<file path="config.mk">
export PLATFORM = sky130hd
export DESIGN_NAME = rca_serial_subtractor
export DESIGN_NICKNAME = d
export VERILOG_FILES = /design/src/rtl/rca_serial_subtractor.sv
export SDC_FILE = /design/constraint.sdc
export NUM_CORES = 1
export LEC_CHECK = 0
export ABC_CLOCK_PERIOD_IN_PS = 2450
export CORE_ASPECT_RATIO = 1.4
export CORE_UTILIZATION = 45
export CTS_CLUSTER_DIAMETER = 40
export DETAILED_ROUTE_END_ITERATION = 8
export DONT_BUFFER_PORTS = 1
export PLACE_DENSITY = 0.57
export SLEW_MARGIN = 5
export SYNTH_ARGS = -nofsm -noshare
export SYNTH_HDL_FRONTEND = slang
export SYNTH_SLANG_ARGS = --single-unit
</file>
<file path="constraint.sdc">
create_clock -name clk -period 2.45 [get_ports clk]
set_input_delay 0.1225 -clock clk [delete_from_list [all_inputs] [get_ports clk]]
set_output_delay 0.1225 -clock clk [all_outputs]
set_load 0.05 [all_outputs]
</file>
<file path="src/rtl/rca_serial_subtractor.sv">
// Bit-serial subtractor: recovers b = sum - sext(a), LSB first, through one full-subtractor cell.
// Optional build macro RCA_SUB_SAT_EN saturates b to the signed extreme when the result overflows.
module rca_serial_subtractor #(
    parameter int WIDTH = 10
) (
    input  logic             clk,
    input  logic             rst_n,
    input  logic             start,
    input  logic [WIDTH:0]   sum,
    input  logic [WIDTH-1:0] a,
    output logic [WIDTH-1:0] b,
    output logic             busy,
    output logic             done,
    output logic             overflow
);

    typedef enum logic [1:0] {
        IDLE,
        SHIFT,
        DONE
    } state_t;

    localparam int CW = $clog2(WIDTH + 1);

    state_t           state, state_nx;
    logic [WIDTH:0]   sreg, areg, dreg, dfull;
    logic [CW-1:0]    cnt;
    logic             borrow, borrow_nx, d_bit, last, ovf_nx;
    logic [WIDTH-1:0] b_nx;

    // Single full-subtractor slice working on the current LSB of each operand.
    assign d_bit     = sreg[0] ^ areg[0] ^ borrow;
    assign borrow_nx = (~sreg[0] & areg[0]) | (~(sreg[0] ^ areg[0]) & borrow);
    assign dfull     = {d_bit, dreg[WIDTH:1]};
    assign last      = (cnt == CW'(WIDTH));
    assign ovf_nx    = dfull[WIDTH] ^ dfull[WIDTH-1];

    always_comb begin
        b_nx = dfull[WIDTH-1:0];
`ifdef RCA_SUB_SAT_EN
        if (ovf_nx) b_nx = {dfull[WIDTH], {(WIDTH-1){~dfull[WIDTH]}}};
`endif
    end

    always_ff @(posedge clk or negedge rst_n) begin
        if (!rst_n) state <= IDLE;
        else        state <= state_nx;
    end

    always_comb begin
        // NOTE: default first so every path assigns state_nx and no latch is inferred.
        state_nx = state;
        case (state)
            IDLE:    if (start) state_nx = SHIFT;
            SHIFT:   if (last)  state_nx = DONE;
            DONE:    state_nx = IDLE;
            default: state_nx = IDLE;
        endcase
    end

    // NOTE: sequential state uses non-blocking assignments so all registers update from pre-edge values.
    always_ff @(posedge clk or negedge rst_n) begin
        if (!rst_n) begin
            sreg     <= '0;
            areg     <= '0;
            dreg     <= '0;
            cnt      <= '0;
            borrow   <= 1'b0;
            b        <= '0;
            busy     <= 1'b0;
            done     <= 1'b0;
            overflow <= 1'b0;
        end else begin
            done <= 1'b0;
            case (state)
                IDLE: begin
                    if (start) begin
                        sreg     <= sum;
                        areg     <= {a[WIDTH-1], a};
                        dreg     <= '0;
                        cnt      <= '0;
                        borrow   <= 1'b0;
                        busy     <= 1'b1;
                        b        <= '0;
                        overflow <= 1'b0;
                    end
                end
                SHIFT: begin
                    sreg   <= sreg >> 1;
                    areg   <= areg >> 1;
                    dreg   <= dfull;
                    borrow <= borrow_nx;
                    cnt    <= cnt + CW'(1);
                    if (last) begin
                        busy     <= 1'b0;
                        done     <= 1'b1;
                        b        <= b_nx;
                        overflow <= ovf_nx;
                    end
                end
                default: ;
            endcase
        end
    end

endmodule
</file>
# == After elaboration in Yosys (flattened, before gate mapping) ==
# Cells that the tools add are included.
# op_classes
add_sub_neg,1
n_eq_ne,4
n_reduce_logical,5
mux,23
bitwise,8
# op_table
operator,count
11-bit one-hot mux with 2 select lines,3
11-bit two-way mux,3
10-bit two-way mux,2
10-bit one-hot mux with 2 select lines,1
4-bit one-hot mux with 2 select lines,1
1-bit two-way mux,6
1-bit one-hot mux with 2 select lines,3
4-bit by 1-bit adder with 4-bit output (second input constant),1
4-bit equality test (second input constant),1
2-bit two-way mux,2
4-bit two-way mux,1
2-bit != test (second input constant),2
2-bit one-hot mux with 2 select lines,1
2-bit AND reduction,2
3-bit AND reduction,1
1-bit bitwise XOR,3
1-bit AND,2
2-bit by 1-bit equality test with 1-bit output (second input constant),1
2-bit zero test,1
1-bit inverter,2
2-bit nonzero test,1
1-bit OR,1
# totals
reg_bits,53
out_inout_bits,13

# == Longest topological paths before layout ==
# Gate-level depths: netlist of run 1.
# logic_depth
depth_word,5
ltp_mapped,7

# == Worst setup path before layout of run 1 ==
# Ideal clock, no wire load.
# synth_timing
path_type,register to register
from,register cnt[0]
to,register b[0]
synth_period_minus_slack_ps,1403
stages_incl_launch_ff,7
t_arrival_ps,1283
slack_ps,1047
path_cell_list,dfrtp_1 > inv_1 > ha_1 > nand4b_2 > or2_1 > buf_6 > a31o_1
# synth_between
elab_chain_cells,3
# synth_rtl
element,line_no,rtl
start: declaration,27,logic [CW-1:0] cnt;
start signal: assignment,93,cnt <= cnt + CW'(1);
4-bit equality test,35,assign last = (cnt == CW'(WIDTH));
2-bit != test (no source line),-,
3-bit AND reduction (no source line),-,
end signal: assignment,97,b <= b_nx;
end: declaration,11,"output logic [WIDTH-1:0] b,"
# Every way passes these cells.
# A chain may end at the register's enable or synchronous reset.

# == Final worst setup path of run 1 ==
# layout_timing
from,register state[0]
to,register areg[10]
# layout_between
elab_chain_cells,3
word_cells_on_any_way,6
classes_between,eq/ne (2); mux (1); reduce/logical (3)
# layout_rtl
element,line_no,rtl
start: declaration,25,"state_t state, state_nx;"
start signal: assignment,47,else state <= state_nx;
2-bit by 1-bit equality test with 1-bit output / 2-bit zero test (equally long branches),75,case (state)
2-bit nonzero test (no source line) / 2-bit != test (equally long branches),-,
2-bit AND reduction (no source line),-,
end signal: assignment,79,"areg <= {a[WIDTH-1], a};"
end signal: assignment,90,areg <= areg >> 1;
end: declaration,26,"logic [WIDTH:0] sreg, areg, dreg, dfull;"
# Several ways; a longest one is shown, not always the timed one.

==> results of run 1 <==
[stage by stage]
stage	hold WS [ns]	std cells	worst slack [ns]	utilization (%)	cell area, um2
floorplan	-0.173	196	1.05	-	2300
CTS	0.00544	260	0.681	50.9	2480
global route	0.00570	260	0.524	50.9	2480
finish	0.00900	260	0.700	50.9	2480
detailed placement	-0.172	248	0.707	47.8	2330
global placement	-0.172	248	0.756	47.8	2330
[critical path, cell delays in order (launching register included)]
cell and delay (ns):
dfrtp_1 0.61, buf_4 0.31, o21bai_4 0.52, a22o_1 0.24
[power groups by stage]
| stage | combinational, W | sequential (W) | clock [W] |
|---|---|---|---|
| after floorplan | 0.000855 | 0.00170 | 0 |
| after global placement | 0.000934 | 0.00181 | 0 |
| after detailed placement | 0.000988 | 0.00183 | 0 |
| after CTS | 0.00101 | 0.00181 | 0.000508 |
| after global routing | 0.00112 | 0.00186 | 0.000542 |
| final | 0.000993 | 0.00181 | 0.000490 |
[worst max-delay path by stage]
stage / slack (ns) / startpoint / depth (start not counted) / endpoint
after floorplan: 1.05 / cnt[0]$_DFFE_PN0P_ / 6 / b[0]$_DFFE_PN0P_
after global placement: 0.76 / state[0]$_DFFE_PN0P_ / 3 / sreg[10]$_DFFE_PN0P_
after detailed placement: 0.71 / state[0]$_DFFE_PN0P_ / 3 / areg[10]$_DFFE_PN0P_
after CTS: 0.68 / state[0]$_DFFE_PN0P_ / 3 / areg[10]$_DFFE_PN0P_
after global routing: 0.52 / state[0]$_DFFE_PN0P_ / 3 / areg[3]$_DFFE_PN0P_
final: 0.70 / state[0]$_DFFE_PN0P_ / 3 / areg[10]$_DFFE_PN0P_
[area by class of cell]
cell class / instances / share of cell area, %
flip-flops and latches: 52 / 52.4
multi-input cells: 122 / 35.9
repair buffers: 9 / 3.83
clock buffers: 6 / 3.33
well taps: 64 / 3.23
inverters: 5 / 0.857
clock inverters: 2 / 0.403
[cell usage after synthesis]
cell / n
nand3b_1: 1
o21bai_4: 1
a31o_1: 6
o211a_1: 4
inv_1: 4
clkbuf_1: 5
ha_1: 2
buf_4: 1
inv_4: 1
nor3b_1: 6
nor3_1: 1
fa_1: 1
a21o_1: 1
or2_1: 1
dfrtp_1: 52
a221o_1: 4
nand2b_1: 2
buf_6: 1
xor2_1: 1
nand2_1: 14
nand4b_2: 1
nor2b_1: 3
a22o_1: 13
and2b_1: 1
nand4_1: 1
or3b_1: 1
buf_2: 10
a22oi_1: 31
o211ai_2: 1
mux2i_1: 2
o21ai_0: 15
o21ai_1: 8
[routing by layer]
metal	up-vias	part of all wire (%)	global-route usage, %
li1	732	-	-
met1	823	44	24.4
met2	46	49	33.2
met3	2	6.1	5.13
met4	0	0.50	6.13
met5	-	0	0
[flip-flops by register name, summed over array words and instances, names as in the netlist]
name and count:
borrow 1, b 10, state 2, done 1, overflow 1, busy 1
areg 11, dreg 10, cnt 4, sreg 11
[cell families after synthesis]
| logic type | Yosys count |
|---|---|
| AOI/OAI and AO/OA | 84 |
| muxes | 2 |
| and+or+nand+nor | 32 |
| xor gates and xnor gates | 1 |
| DFF | 52 |
| adders and majority gates | 3 |
| buffers and inverters | 22 |
[repair_timing]
action,CTS,global route
hold buffers,4,0
setup endpoints to repair,0,0
endpoints found under the hold margin,54,0
==> metrics, run 1 <==
# fillers=465; Fin Setup TNS=0 ns; NetSw=0.00138 W; Tmin final=1.75 ns; leading cell type in the layout, fill and taps excluded=dfrtp_1; part of the power in combinational logic=30.1%; Tot GR Track Use=19.6%; Peak Freq=571 MHz; Sinks on Clock Net=52; Seq cells post-synth=52; outcome=finished, final reports clean; count of cell types in the netlist=32; Hold Path Cell Cnt=2; CTS Buf Count=5; synth warn=0; RSZ-0062 raised after global routing=false; sequential element share of the synthesized area=56.5%; synthesis-to-layout area growth=7.83%; CTS root buf=clkbuf_8; most frequent cells in the layout=52 x dfrtp_1, 31 x a22oi_1, 15 x o21ai_0, 14 x nand2_1, 13 x a22o_1; Worst-path clk slew=0.09 ns; Slew Limit Headroom=48.6%; final wirelength=4840 um; placed wire-length estimate=3300 um; area taken by multi-input logic gates=892 um2; Post-Synth Simple-Gate Area=8.04%; Crit Path Max Fanout=26; DRT Pass-1 Iters=4; fin crit share=71.4%; die height=86.6 um; FF+latch area=1300 um2; PD cells=1330 nW/um2; io pins=37; Max Cap Viol=0; Crit Path Class=flop to flop; syn_nets=223; count of buffers from port buffering=0; Placer Congestion=0.690; initial antenna violation count=0; Switching Share=41.9%; max-slew violations=0; maximum vdd drop=573 uV; worst min-delay path class=primary input to flop; WHS Endpoint=sreg[4]$_DFFE_PN0P_; share of cells above drive strength 1=9.18%; adder-cell share of the synthesized area=1.96%; Antenna diodes=0; area share of the largest cell type after synthesis=56.5%; Fin. Hold Viols=0; clock buffer depth=2; Pwr Total=0.00329 W; routed via count=1603; largest family of logic cells by synthesized area=compound AO/OA/AOI/OAI gates; worst hold start=sum[4]; grt total ovfl=0; Synth area leaders=dfrtp_1 57%, a22oi_1 10%, a22o_1 4.9%; Req. time, crit path=2.68 ns; Antenna Nets Post-Route=0; setup bufs post-CTS=0; H-tree depth=2; Arr. time, crit path=1.98 ns; # DRC=0; row cnt=30; vias in the first global route=1671; RR Endpoint=areg[10]$_DFFE_PN0P_; final layout net count=222; cell taking the most area after synthesis=dfrtp_1; Flop pwr share=55.0%; clock network power share=14.9%; cts repair resizes=0; CP startpoint kind=flop; mux cell area share after synthesis=0.870%; Compound-Gate Fraction of Synth Area=27.5%; Leakage Power=1.12 nW; largest net degree at the start of global routing=53; xor/xnor cell area share of the yosys netlist=0.380%; Layout Skew=0.00657 ns; vias per cell=6.17; Final setup violation count=0; clock latency on the worst-skew pair=0.30 ns; Syn Inst Count=196; Syn Area/Cell=11.7 um2; Crit. End Element=flop; Initial DRC Count=71; Reg2Reg Depth=3; Die Wd=62.5 um; wire length per cell=18.6 um; r2r startpoint=state[0]$_DFFE_PN0P_; reg2reg setup slack=0.70 ns; cell area after synthesis=2300 um2; DIE AREA=5410 um2; Internal=0.00191 W; CTS tree=done; first-pass GRT wire length=8340 um; starting density of the core=47.2%; core area=4880 um2; Worst-Margin Slew=0.770 ns
Note: power is estimated with default switching activity, not from simulation.
==> run 2, diff against run 1 <==
--- a/config.mk
+++ b/config.mk
@@ -5,7 +5,8 @@
 export SDC_FILE = /design/constraint.sdc
 export NUM_CORES = 1
 export LEC_CHECK = 0
-export ABC_CLOCK_PERIOD_IN_PS = 2450
+export ABC_AREA = 1
+export ABC_CLOCK_PERIOD_IN_PS = 1800
 export CORE_ASPECT_RATIO = 1.4
 export CORE_UTILIZATION = 45
 export CTS_CLUSTER_DIAMETER = 40
==> constraint.sdc (replaced) <==
create_clock -name clk -period 1.8 [get_ports clk]
set_input_delay 0.09 -clock clk [delete_from_list [all_inputs] [get_ports clk]]
set_output_delay 0.09 -clock clk [all_outputs]
set_load 0.05 [all_outputs]
==> metrics, run 2 <==
number of synthesized flops with an enable pin=0 (unchanged); maximum vdd drop=784 uV (was 573 uV); Fin. Hold Viols=0 (unchanged); CTS Hold Bufs=20 (was 4); Crit Path Max Fanout=26 (unchanged); Slew Limit Headroom=66.1% (was 48.6%); part of the power in combinational logic=34.0% (was 30.1%); clock buffer depth=2 (unchanged); Crit Path Class=flop to flop (unchanged); Switching Share=44.4% (was 41.9%); Syn Inst Count=279 (was 196); Arr. time, crit path=1.72 ns (was 1.98 ns); core area=4950 um2 (was 4880 um2); Sinks on Clock Net=52 (unchanged); vias per cell=4.92 (was 6.17); main flop type after synthesis=dfrtp_1 (unchanged); PD cells=1680 nW/um2 (was 1330 nW/um2); mux cell area share after synthesis=0% (was 0.870%); CTS tree=done (unchanged); CTS Buf Count=5 (unchanged); Die Wd=63.2 um (was 62.5 um); area share of the largest cell type after synthesis=55.2% (was 56.5%); synthesis-to-layout area growth=12.7% (was 7.83%); cell area after synthesis=2360 um2 (was 2300 um2); Syn Area/Cell=8.45 um2 (was 11.7 um2); Post-Layout Cell Count=361 (was 260); # DRC=0 (unchanged); WHS Endpoint=areg[2]$_DFFE_PN0P_ (was sreg[4]$_DFFE_PN0P_); count of buffers from port buffering=0 (unchanged); Tot GR Track Use=18.2% (was 19.6%); final layout net count=324 (was 222); r2r startpoint=state[1]$_DFFE_PN0P_ (was state[0]$_DFFE_PN0P_); H-tree depth=2 (unchanged); RSZ-0062 raised after global routing=false (unchanged); count of cell types in the netlist=20 (was 32); grt total ovfl=0 (unchanged); DIE AREA=5540 um2 (was 5410 um2); first-pass GRT wire length=7780 um (was 8340 um); worst min-delay path class=primary input to flop (unchanged); largest net degree at the start of global routing=53 (unchanged); Synth area leaders=dfrtp_1 55%, nand2_1 16%, nand3_1 4.5% (was dfrtp_1 57%, a22oi_1 10%, a22o_1 4.9%); cts repair resizes=0 (unchanged); hold_ws=0.0126 ns (was 0.00900 ns); Antenna diodes=0 (unchanged); Compound-Gate Fraction of Synth Area=6.21% (was 27.5%); Antenna Nets Post-Route=0 (unchanged); most frequent cells in the layout=100 x nand2_1, 52 x dfrtp_1, 27 x inv_1, 25 x nor2_1, 21 x nand3_1 (was 52 x dfrtp_1, 31 x a22oi_1, 15 x o21ai_0, 14 x nand2_1, 13 x a22o_1); clock network power share=14.2% (was 14.9%); Req. time, crit path=2.04 ns (was 2.68 ns); placed wire-length estimate=2960 um (was 3300 um); Fin Setup TNS=0 ns (unchanged); CTS root buf=clkbuf_8 (unchanged); Seq cells post-synth=52 (unchanged); leading cell type in the layout, fill and taps excluded=nand2_1 (was dfrtp_1); fin crit share=81.8% (was 71.4%); xor/xnor cell area share of the yosys netlist=0% (was 0.380%); count leader, synth=nand2_1 (was dfrtp_1); Initial DRC Count=113 (was 71); FFs w/ async S/R, synth=100% (unchanged); sequential element share of the synthesized area=55.2% (was 56.5%); adder-cell share of the synthesized area=1.91% (was 1.96%); Flop pwr share=51.8% (was 55.0%); row cnt=30 (unchanged); io pins=37 (unchanged); Final setup violation count=0 (unchanged); routed via count=1775 (was 1603); syn_nets=306 (was 223); placed insts=334 (was 248); max-slew violations=0 (unchanged); Worst-path clk slew=0.09 ns (about the same); initial antenna violation count=0 (unchanged); clock latency on the worst-skew pair=0.30 ns (about the same); wire length per cell=13.1 um (was 18.6 um); NetSw=0.00198 W (was 0.00138 W); CP startpoint kind=flop (unchanged); worst hold start=a[2] (was sum[4]); synth warn=0 (unchanged); Layout Skew=0.0131 ns (was 0.00657 ns); vias in the first global route=1696 (was 1671); die height=87.7 um (was 86.6 um); RR Endpoint=b[0]$_DFFE_PN0P_ (was areg[10]$_DFFE_PN0P_); Peak Freq=680 MHz (was 571 MHz); reg2reg setup slack=0.33 ns (was 0.70 ns); final wirelength=4720 um (was 4840 um); Max Cap Viol=0 (unchanged); Crit. End Element=flop (unchanged); Leakage Power=1.41 nW (was 1.12 nW); Reg2Reg Depth=7 (was 3); biggest regs=areg (11), sreg (11) (unchanged); Tmin final=1.47 ns (was 1.75 ns); Post-Synth Simple-Gate Area=27.3% (was 8.04%); setup bufs post-CTS=0 (unchanged); top cells by instance count after synthesis=100 x nand2_1, 52 x dfrtp_1, 27 x inv_1 (was 52 x dfrtp_1, 31 x a22oi_1, 15 x o21ai_0); starting density of the core=47.6% (was 47.2%); cell taking the most area after synthesis=dfrtp_1 (unchanged); Internal=0.00248 W (was 0.00191 W); Hold Path Cell Cnt=4 (was 2); share of cells above drive strength 1=7.41% (was 9.18%); DRT Pass-1 Iters=4 (unchanged); largest family of logic cells by synthesized area=simple AND/OR/NAND/NOR gates (was compound AO/OA/AOI/OAI gates); Pwr Total=0.00447 W (was 0.00329 W); outcome=finished, final reports clean (unchanged); Worst-Margin Slew=0.508 ns (was 0.770 ns); Placer Congestion=0.726 (was 0.690)
## run 2: worst max-delay path by stage
stage | end | cells after the start | start | slack [ns]
2_1_floorplan | overflow$_DFFE_PN0P_ | 8 | sreg[0]$_DFFE_PN0P_ | 0.51
3_3_place_gp | b[9]$_DFFE_PN0P_ | 7 | state[1]$_DFFE_PN0P_ | 0.36
3_5_place_dp | b[9]$_DFFE_PN0P_ | 7 | state[1]$_DFFE_PN0P_ | 0.34
4_1_cts | b[9]$_DFFE_PN0P_ | 7 | state[1]$_DFFE_PN0P_ | 0.32
5_1_grt | b[0]$_DFFE_PN0P_ | 7 | state[1]$_DFFE_PN0P_ | 0.19
6_report | b[0]$_DFFE_PN0P_ | 7 | state[1]$_DFFE_PN0P_ | 0.33
## run 2: metrics by stage
| stage | worst slack [ns] | area (um2) | util, % |
|---|---|---|---|
| 2_1_floorplan | 0.515 | 2360 | - |
| 3_3_place_gp | 0.362 | 2360 | 47.6 |
| 3_5_place_dp | 0.343 | 2360 | 47.6 |
| 4_1_cts | 0.321 | 2660 | 53.6 |
| 5_1_grt | 0.185 | 2660 | 53.6 |
| 6_report | 0.328 | 2660 | 53.6 |
## run 2: kinds of logic after synthesis
kind of cell / Yosys count
flops: 52
simple gates: 154
buf+inv: 43
fa+ha+maj: 3
compound gates: 27
## run 2: metal layers
layer | up-vias | GRT usage, % | share of wire, %
met5 | - | 0 | 0
met4 | 0 | 7.44 | 1.5
met3 | 5 | 3.65 | 3.6
met2 | 29 | 32.0 | 48
met1 | 841 | 22.0 | 47
li1 | 900 | - | -
## run 2: area by class of cell
class | count | area, um2
Timing Repair Buffer | 23 | 240
Multi-Input combinational cell | 184 | 836
Clock buffer | 5 | 68.8
Clock inverter | 2 | 12.5
Fill cell | 501 | 2300
Sequential cell | 52 | 1300
Inverter | 31 | 119
Tap cell | 64 | 80.1
## run 2: critical path, cell delays in order (launching register included)
cell     delay (ns)
dfrtp_1        0.40
inv_2          0.08
nand2_4        0.17
inv_4          0.32
nand2_4        0.19
inv_2          0.12
nand2_1        0.06
nand2_1        0.06
## run 2: power by group through the flow
stage	registers (W)	clock network [W]	logic, W
4_1_cts	0.00232	0.000657	0.00155
3_3_place_gp	0.00234	0	0.00146
3_5_place_dp	0.00234	0	0.00147
6_report	0.00231	0.000634	0.00152
5_1_grt	0.00237	0.000705	0.00178
2_1_floorplan	0.00226	0	0.00129
